===== src/rtl/reg_writeback.sv =====
`default_nettype none
// +--------------------------------------------------------------------------+
// | reg_writeback: serialises ALU / load / mul-div results onto the register |
// | file write port with fixed priority plus starvation promotion.          |
// | Revision: 1.0                                                            |
// +--------------------------------------------------------------------------+
module reg_writeback #(
   parameter int STARVE_LIMIT = 4
) (
   input  logic        clk,
   input  logic        rst_n,

   input  logic        alu_valid,
   output logic        alu_ready,
   input  logic [5:0]  alu_rn,
   input  logic [63:0] alu_data,

   input  logic        mem_valid,
   output logic        mem_ready,
   input  logic [5:0]  mem_rn,
   input  logic [63:0] mem_data,

   input  logic        mul_valid,
   output logic        mul_ready,
   input  logic [5:0]  mul_rn,
   input  logic [63:0] mul_data,

   output logic        w_en,
   output logic [5:0]  w_rn,
   output logic [63:0] w_data
);

   localparam logic [2:0] LIMIT = 3'(STARVE_LIMIT);

   logic [2:0]  alu_cnt, mem_cnt, mul_cnt;
   logic        alu_prom, mem_prom, mul_prom;
   logic        accept;
   logic [5:0]  sel_rn;
   logic [63:0] sel_data;

   // A source only counts as promoted while it is actually requesting.
   assign alu_prom = alu_valid && (alu_cnt == LIMIT);
   assign mem_prom = mem_valid && (mem_cnt == LIMIT);
   assign mul_prom = mul_valid && (mul_cnt == LIMIT);

   always_comb begin
      alu_ready = 1'b0;
      mem_ready = 1'b0;
      mul_ready = 1'b0;
      if (mem_prom)       mem_ready = 1'b1;
      else if (mul_prom)  mul_ready = 1'b1;
      else if (alu_prom)  alu_ready = 1'b1;
      else if (mem_valid) mem_ready = 1'b1;
      else if (mul_valid) mul_ready = 1'b1;
      else if (alu_valid) alu_ready = 1'b1;
   end

   assign accept = alu_ready | mem_ready | mul_ready;

   always_comb begin
      sel_rn   = alu_rn;
      sel_data = alu_data;
      if (mem_ready) begin
         sel_rn   = mem_rn;
         sel_data = mem_data;
      end else if (mul_ready) begin
         sel_rn   = mul_rn;
         sel_data = mul_data;
      end
   end

   always_ff @(posedge clk or negedge rst_n) begin
      if (!rst_n) begin
         alu_cnt <= 3'd0;
         mem_cnt <= 3'd0;
         mul_cnt <= 3'd0;
      end else begin
         if (!alu_valid || alu_ready) alu_cnt <= 3'd0;
         else if (alu_cnt != LIMIT)   alu_cnt <= alu_cnt + 3'd1;

         if (!mem_valid || mem_ready) mem_cnt <= 3'd0;
         else if (mem_cnt != LIMIT)   mem_cnt <= mem_cnt + 3'd1;

         if (!mul_valid || mul_ready) mul_cnt <= 3'd0;
         else if (mul_cnt != LIMIT)   mul_cnt <= mul_cnt + 3'd1;
      end
   end

   // r0 results are consumed without a write so the bypass never forwards them.
   always_ff @(posedge clk or negedge rst_n) begin
      if (!rst_n) begin
         w_en   <= 1'b0;
         w_rn   <= 6'd0;
         w_data <= 64'd0;
      end else begin
         w_en <= accept && (sel_rn != 6'd0);
         if (accept && (sel_rn != 6'd0)) begin
            w_rn   <= sel_rn;
            w_data <= sel_data;
         end
      end
   end

endmodule
`default_nettype wire


===== config.mk =====
export PLATFORM = sky130hd
export DESIGN_NAME = reg_writeback
export DESIGN_NICKNAME = d
export VERILOG_FILES = /design/src/rtl/reg_writeback.sv
export SDC_FILE = /design/constraint.sdc
export NUM_CORES = 1
export LEC_CHECK = 0
export ABC_AREA = 1
export CAP_MARGIN = 40
export CORE_MARGIN = 10
export CORE_UTILIZATION = 38
export CTS_CLUSTER_SIZE = 16
export DETAILED_ROUTE_END_ITERATION = 8
export HOLD_SLACK_MARGIN = 0.05
export PLACE_DENSITY = 0.82
export SYNTH_ARGS = -nofsm -noshare
export SYNTH_HDL_FRONTEND = slang
export SYNTH_SLANG_ARGS = --single-unit

===== constraint.sdc =====
create_clock -name clk -period 2.68 [get_ports clk]
set_input_delay 0.536 -clock clk [delete_from_list [all_inputs] [get_ports clk]]
set_output_delay 0.536 -clock clk [all_outputs]
set_load 0.02 [all_outputs]

## Yosys cells after proc, flatten, opt, wreduce, memory -nomap -nowiden

Cells that the tools add are included.
W data, S select, Z words.

| word-level totals | value |
|---|---|
| input port bits | 215 |
| flip-flop bits (word level) | 80 |
| logic and storage cells | 56 |
| output and inout bits | 74 |

| cells by class | value |
|---|---|
| reductions and logical operators | 14 |
| eq/ne operators | 6 |
| mux-type cells | 25 |
| bitwise operators | 2 |
| add/sub/neg operators | 3 |

Operators with widths:

| cell | count |
|---|---|
| $mux W64 | 2 |
| $mux W3 | 6 |
| $mux W1 | 15 |
| $mux W6 | 2 |
| $add A3 B1 Y3 const B | 3 |
| $eq A3 B3 Y1 const B | 3 |
| $ne A3 B3 Y1 const B | 3 |
| $reduce_bool A2 Y1 | 3 |
| $reduce_bool A6 Y1 | 1 |
| $logic_and A1 B1 Y1 | 4 |
| $logic_not A1 Y1 | 3 |
| $logic_or A1 B1 Y1 | 3 |
| $or A1 B1 Y1 | 2 |

## Depth between registers and ports, before layout

Gate-level depths: netlist (run 1).

| depth | value |
|---|---|
| depth after elaboration | 9 |
| depth in mapped cells | 15 |
| gate-level depth less buffers | 14 |

## Worst setup path after synthesis (run 1)

No wires, ideal clock.

| timing | value |
|---|---|
| path type | register -> output |
| from | register mul_cnt[0] |
| to | output port mul_ready |
| path buffers | 2 |
| arrival time | 1.406 ns |
| cell stages (with the launch flop) | 9 |
| setup slack | 0.738 ns |
| required time | 2.144 ns |
| path through | dfrtp_1 inv_1 ha_1 nand3_1 nand2_2 nand2_4 inv_1 buf_2 buf_2 |

| between the ends | value |
|---|---|
| word-level cells in the longest chain between the ends | 4 |

RTL lines:

| what | RTL line | RTL |
|---|---|---|
| from (decl) | 35 | `logic [2:0] alu_cnt, mem_cnt, mul_cnt;` |
| from (signal assigned) | 85 | `else if (mul_cnt != LIMIT) mul_cnt <= mul_cnt + 3'd1;` |
| $eq A3 B3 Y1 | 44 | `assign mul_prom = mul_valid && (mul_cnt == LIMIT);` |
| $logic_and A1 B1 Y1 | 44 |  |
| $mux W1 | 51 | `else if (mul_prom) mul_ready = 1'b1;` |
| $mux W1 | 50 | `if (mem_prom) mem_ready = 1'b1;` |
| to (decl) | 24 | `output logic mul_ready,` |

No other way between the ends.

## Worst setup path in the final report (run 1)

| timing | value |
|---|---|
| from | input port mul_valid |
| to | register w_data[38] |

| between the ends | value |
|---|---|
| word-level cells in the longest chain between the ends | 9 |
| elaborated cells on any way between the ends | 21 |
| those cells by class | mux: 16; bitwise: 2; reduce/logical: 3 |

RTL lines:

| what | RTL line | RTL |
|---|---|---|
| from (decl) | 23 | `input logic mul_valid,` |
| $mux W1 | 54 | `else if (mul_valid) mul_ready = 1'b1;` |
| $mux W1 | 53 | `else if (mem_valid) mem_ready = 1'b1;` |
| $mux W1 | 52 | `else if (alu_prom) alu_ready = 1'b1;` |
| $mux W1 | 51 |  |
| $mux W1 | 50 |  |
| $mux W6 | 66 | `end else if (mul_ready) begin` |
| $mux W6 | 63 | `if (mem_ready) begin` |
| $reduce_bool A6 Y1 | 97 | `if (accept && (sel_rn != 6'd0)) begin` |
| $logic_and A1 B1 Y1 | 97 |  |
| to (signal assigned) | 99 | `w_data <= sel_data;` |
| to (decl) | 30 | `output logic [63:0] w_data` |

Parallel ways exist; a longest one is shown, timed or not.
A chain may end at the register's enable or synchronous reset.

==> results.toml, run 1 <==
[setup_path]
critPathKind = "primary input to register"
crit_path_max_incr_delay_ns = 0.49
cpMaxStageDelayCell = "clkdlybuf4s50_1"
endpoint_kind = "register"
crit_arrival_ns = 2.70
path_cells = "clkdlybuf4s50_1 > nand3_1 > nand3_1 > nand2_2 > inv_4 > buf_12 > nand3_2 > nand2_2 > buf_4 > nand2_1 > nand2_1"
critPathRequiredTime_ns = 2.95
start_kind = "primary input"
cp_max_fo = 43

[power_and_ir_drop]
total_power_w = 0.00461
total_leakage_power_nw = 3.72
peakVddDrop_uv = 257
power_density_nw_per_um2 = 568

[timing]
setup_viol = 0
rsz0062_at_grt = "no"
tns_ns = 0
worst_pin_slew_ns = 0.498
max_slew_margin = 0.668
finalMaxSlewViolations = 0
hold_viol_final = 0
whs_ns = 0.165
fin_crit_sh = 0.905
clock_skew_ns = 0.00802
fmax_mhz = 412
min_period_ns = 2.43

[synthesis]
syn_area_um2 = 4740
synthesis.instances = 697
ys_ff_latch = 80
synth_nets = 918
syn-mean-instance-area_um2 = 6.80
yosys_warnings = 0
ys_types = 21
seq_area_frac_synth = 0.422
synthArstFlopShare = 1.00
synth-edff-count = 0
synthFlopType = "dfrtp_1"

[grt]
antenna_found_initial = 0
gr-total-overflow = 0
grt_max_degree = 52
grt_pass1_vias = 5596
grt_first_pass_wirelength_mm = 30.1
gr-usage-all-layers = 0.212

[detailed_routing]
wl_mm = 19.2
firstDrtPassIters = 5
vias = 5607
drc = 0
wl_per_cell_um = 16.8
drt_iter0_markers = 378
post_drt_via_cell_ratio = 4.92
ant_nets = 0

[clock_tree]
numCtsBuffers = 9
cts_buffer_depth = 2
h-tree-depth = 3
cts_tree = "yes"
clkTransAtPathRegs_ns = 0.06
clock_latency_ns = 0.33
clockRootBuffer = "clkbuf_16"
cts_setup_buffers = 0
clock-sinks = 80

[floorplanning]
core_area_um2 = 12100
dieHeight_um = 132
dieWidth_um = 132
die_area_um2 = 17300
rows = 40
ios = 289
start_util = 0.392

[cells_and_area]
drive_gt1_frac = 0.0473
final_cell_mix = "clkdlybuf4s50_1, nand2_1, o21ai_0, dfrtp_1, nand3_1"
syn_to_final_growth_pct = 71.1
final_common_cell = "clkdlybuf4s50_1"
final.fill_count = 1091
postLayoutCoreUtil = 0.670
multi_input_area_um2 = 2420
n_antenna_cell = 0
register_area_um2 = 2000
nets = 1188

[placed_design]
dp_hpwl_mm = 15.1
io_buffers = 288
gp_congestion = 0.923

[flow_run]
max_cap_violations = 0

[run_status]
status = "finished clean"

[min_path]
hp-class = "primary input to async pin"
==> cell families (layout without fill, tap and decap cells) <==
group,after synthesis,count (layout),synth area share
AND/OR/NAND/NOR,398,398,0.343
XOR/XNOR,4,4,0.00739
buffers and inverters,75,350,0.0694
AO/OA/AOI/OAI,134,134,0.142
adder cells (fa/ha/maj),6,6,0.0158
flip-flops,80,80,0.422
==> repair_timing <==
item                                    in CTS  in global routing
resized for setup                            1                  2
endpoints found under the setup margin       1                  2
hold buffers                                 0                  0
pin swaps                                    0                  0
cloned                                       0                  0
==> worst max-delay path: cells and delay by family <==
| family | cells | cell delay, ns |
|---|---|---|
| buffers and inverters | 4 | 1.24 |
| and+or+nand+nor | 7 | 0.90 |
==> worst paths after layout <==
path	start	endpoint	slack [ns]	cells after the start
max in group asynchronous	rst_n	w_data[21]	1.91	2
hold / removal	rst_n	w_data[1]	0.16	1
min in group clk	mem_cnt[0]	mem_cnt[0]	0.47	1
hold reg to reg	mem_cnt[0]	mem_cnt[0]	0.47	1
setup / recovery	mul_valid	w_data[38]	0.25	11
setup reg to reg	mul_cnt[0]	w_data[38]	0.31	12
==> Yosys cell counts (3+ instances only) <==
| master | instances | area [µm²] |
|---|---|---|
| dfrtp_1 | 80 | 2000 |
| buf_4 | 8 | 60.1 |
| nand3_1 | 79 | 395 |
| buf_2 | 6 | 30.0 |
| nand2_1 | 237 | 890 |
| o21ai_0 | 100 | 500 |
| o21ai_1 | 32 | 160 |
| clkbuf_1 | 33 | 124 |
| nand2_2 | 3 | 18.8 |
| xnor2_1 | 3 | 26.3 |
| nor2_1 | 75 | 282 |
| inv_1 | 25 | 93.8 |
| ha_1 | 6 | 75.1 |
| nand3_2 | 3 | 30.0 |
==> cell type report <==
type,instances,share of cell area
clock inverters,5,0.00401
inverters,26,0.0123
well taps,168,0.0259
flip-flops and latches,80,0.247
repair buffers,308,0.383
clock buffers,11,0.0299
multi-input cells,542,0.298
==> stage by stage <==
stage / cell area (µm²) / cells / setup slack [ns]
6_report: 8110 / 1140 / 0.254
5_1_grt: 8110 / 1140 / 0.0609
4_1_cts: 8110 / 1140 / 0.0114
3_5_place_dp: 7830 / 1124 / -0.102
3_3_place_gp: 7830 / 1124 / -0.0423
2_1_floorplan: 4740 / 697 / 0.738
==> report_power, final <==
part	switching [W]	leakage [nW]	internal [W]
clock	0.000483	0.128	0.000649
combinational	0.000979	2.61	0.000920
sequential	0.000129	0.985	0.00145
==> sequential cells by signal, summed over array words and instances (netlist names) <==
register / flops
w_data: 64
w_rn: 6
alu_cnt: 3
mem_cnt: 3
mul_cnt: 3
w_en: 1
==> metal layers <==
layer / GRT usage / vias to the layer above / wire length, µm
met3: 0.0522 / 31 / 1270
li1: - / 2797 / -
met5: 0 / - / 0
met4: 0.0797 / 0 / 509
met1: 0.242 / 2573 / 7550
met2: 0.374 / 206 / 9850
Note: power is estimated with default switching activity, not from simulation.
==> run 2: changes to the inputs <==
--- a/config.mk
+++ b/config.mk
@@ -11,2 +11,3 @@
 export CORE_UTILIZATION = 38
+export CTS_BUF_LIST = sky130_fd_sc_hd__clkbuf_4 sky130_fd_sc_hd__clkbuf_8 sky130_fd_sc_hd__clkbuf_16
 export CTS_CLUSTER_SIZE = 16
==> constraint.sdc (replaced) <==
create_clock -name clk -period 2.5 [get_ports clk]
set_input_delay 0.75 -clock clk [delete_from_list [all_inputs] [get_ports clk]]
set_output_delay 0.75 -clock clk [all_outputs]
set_load 0.02 [all_outputs]
==> run 2 against run 1 <==
Effect of this change: critical path depth down 4; sequential cell count is the same; sequential share of layout area decreased by 0.28 points; count of clock-buffer cells in the layout increased by 4; combinational power grew 9%; critical endpoint is now alu_ready; highest routed layer unchanged.
==> results.toml, run 2 (synthesized netlist as in run 1, its figures left out) <==
[run_status]
status = "finished clean"

[detailed_routing]
ant_nets = 0
firstDrtPassIters = 5
vias = 5654
post_drt_via_cell_ratio = 4.93
drc = 0
wl_per_cell_um = 16.6
wl_mm = 19.0
drt_iter0_markers = 305

[cells_and_area]
largest_reg_flops = 64
final_common_cell = "clkdlybuf4s50_1"
stdcell_count = 1148
final.fill_count = 1076
multi_input_area_um2 = 2430
drive_gt1_frac = 0.0612
syn_to_final_growth_pct = 73.0
top_register = "w_data"
n_antenna_cell = 0
final_cell_mix = "clkdlybuf4s50_1, nand2_1, o21ai_0, dfrtp_1, nand3_1"
nets = 1197
register_area_um2 = 2000
reg.largest.list = "w_data x64, w_rn x6"

[setup_path]
crit_cells = 7
worst-path-buf-inv = 4
path_cells = "dlygate4sd2_1 > inv_2 > nand2_1 > o21ai_0 > nand3_1 > inv_1 > buf_4"
r2r-start = "mul_cnt[0]"
cpMaxStageDelayCell = "dlygate4sd2_1"
cp_max_fo = 3
crit_path_max_incr_delay_ns = 0.26
rrSetupSlack_ns = 0.26
endpoint_kind = "output pin"
r2r_end = "w_data[22]"
endpoint = "alu_ready"
crit_arrival_ns = 1.60
start_kind = "primary input"
critPathKind = "primary input to output pin"
worstRegToRegCells = 14
critPathRequiredTime_ns = 1.75
worstSetupStartpoint = "mul_valid"
crit_family = "buffers and inverters"

[clock_tree]
clkTransAtPathRegs_ns = 0.05
holdBufCountCts = 0
numCtsBuffers = 9
h-tree-depth = 3
clock_latency_ns = 0.33
cts_setup_buffers = 0
clock-sinks = 80
cts_buffer_depth = 2
cts_tree = "yes"
clockRootBuffer = "clkbuf_16"

[flow_run]
max_cap_violations = 0

[floorplanning]
start_util = 0.392
rows = 40
die_area_um2 = 17300
ios = 289
core_area_um2 = 12100
dieHeight_um = 132
dieWidth_um = 132

[power_and_ir_drop]
power_density_nw_per_um2 = 610
power.switching_w = 0.00167
total_leakage_power_nw = 3.77
peakVddDrop_uv = 303
seqPwrFrac = 0.338
p_clk_frac = 0.248
comb_power_share = 0.414
p_int_w = 0.00334
sw_frac_of_total = 0.333

[timing]
rsz0062_at_grt = "no"
fin_crit_sh = 0.941
finalMaxSlewViolations = 0
whs_ns = 0.390
max_slew_margin = 0.586
hold_viol_final = 0
min_period_ns = 2.35
clock_skew_ns = 0.00445
worst_pin_slew_ns = 0.621
fmax_mhz = 425
setup_viol = 0

[grt]
grt_max_degree = 66
use_met3 = 0.0560
grt_pass1_vias = 5609
grt_use_met2 = 0.383
grt_busiest_layer = "met2"
gr-total-overflow = 0
antenna_found_initial = 0
grt_util_met1 = 0.228
grt_first_pass_wirelength_mm = 29.8
gr-usage-all-layers = 0.211

[min_path]
hp-class = "primary input to async pin"

[placed_design]
dp_hpwl_mm = 14.9
dp_cells = 1133
gp_congestion = 0.894
io_buffers = 288
run 2: layer usage:
metal,part of all wire,up-vias
met3,0.062,39
met1,0.39,2594
met2,0.52,211
li1,-,2810
met5,0,-
met4,0.030,0
run 2: through the flow:
stage	setup slack (ns)	area, µm²	util	TNS [ns]	power, W
finish	0.146	8210	0.677	0	0.00500
detailed placement	-0.538	7930	0.654	-28.80	0.00380
CTS	0.162	8210	0.677	0	0.00507
global route	0.00335	8210	0.677	0	0.00529
floorplan	0.164	4740	-	0	0.00262
global placement	-0.544	7930	0.654	-26.01	0.00377
run 2: area by class of cell:
class | instances | share of cell area
inverter | 26 | 0.0122
tap | 168 | 0.0256
clock buffer | 15 | 0.0345
timing repair buffer | 317 | 0.388
sequential | 80 | 0.244
multi-input combinational | 542 | 0.296
run 2: timing repair:
item / in CTS / in global routing
hold endpoints to repair: 0 / 0
setup endpoints to repair: 71 / 0
resized for setup: 20 / 0
run 2: worst min-delay path by stage:
stage | from | endpoint
finish | rst_n | w_data[61]
global route | rst_n | w_data[61]
CTS | rst_n | w_data[61]
detailed placement | w_data[6] | w_data[6]
global placement | w_data[31] | w_data[31]
floorplan | mem_cnt[0] | mem_cnt[0]
run 2: power by group through the flow:
stage	Combinational, W	Sequential [W]	Clock, W
final	0.00207	0.00169	0.00124
after global placement	0.00207	0.00170	0
after global routing	0.00224	0.00173	0.00133
after CTS	0.00210	0.00169	0.00128
after floorplan	0.000612	0.00201	0
after detailed placement	0.00209	0.00171	0
run 2: worst reg2reg max path, cell delays in order (launching register included):
cell and delay (ns):
dfrtp_1 0.38, inv_1 0.09, ha_1 0.20, nand3_2 0.13
nand3_1 0.13, nand2_2 0.08, buf_4 0.17, inv_4 0.13
nand3_1 0.10, nand2_1 0.10, nor2_1 0.06, nand3_2 0.13
buf_4 0.27, nand3_1 0.12, nand2_1 0.08
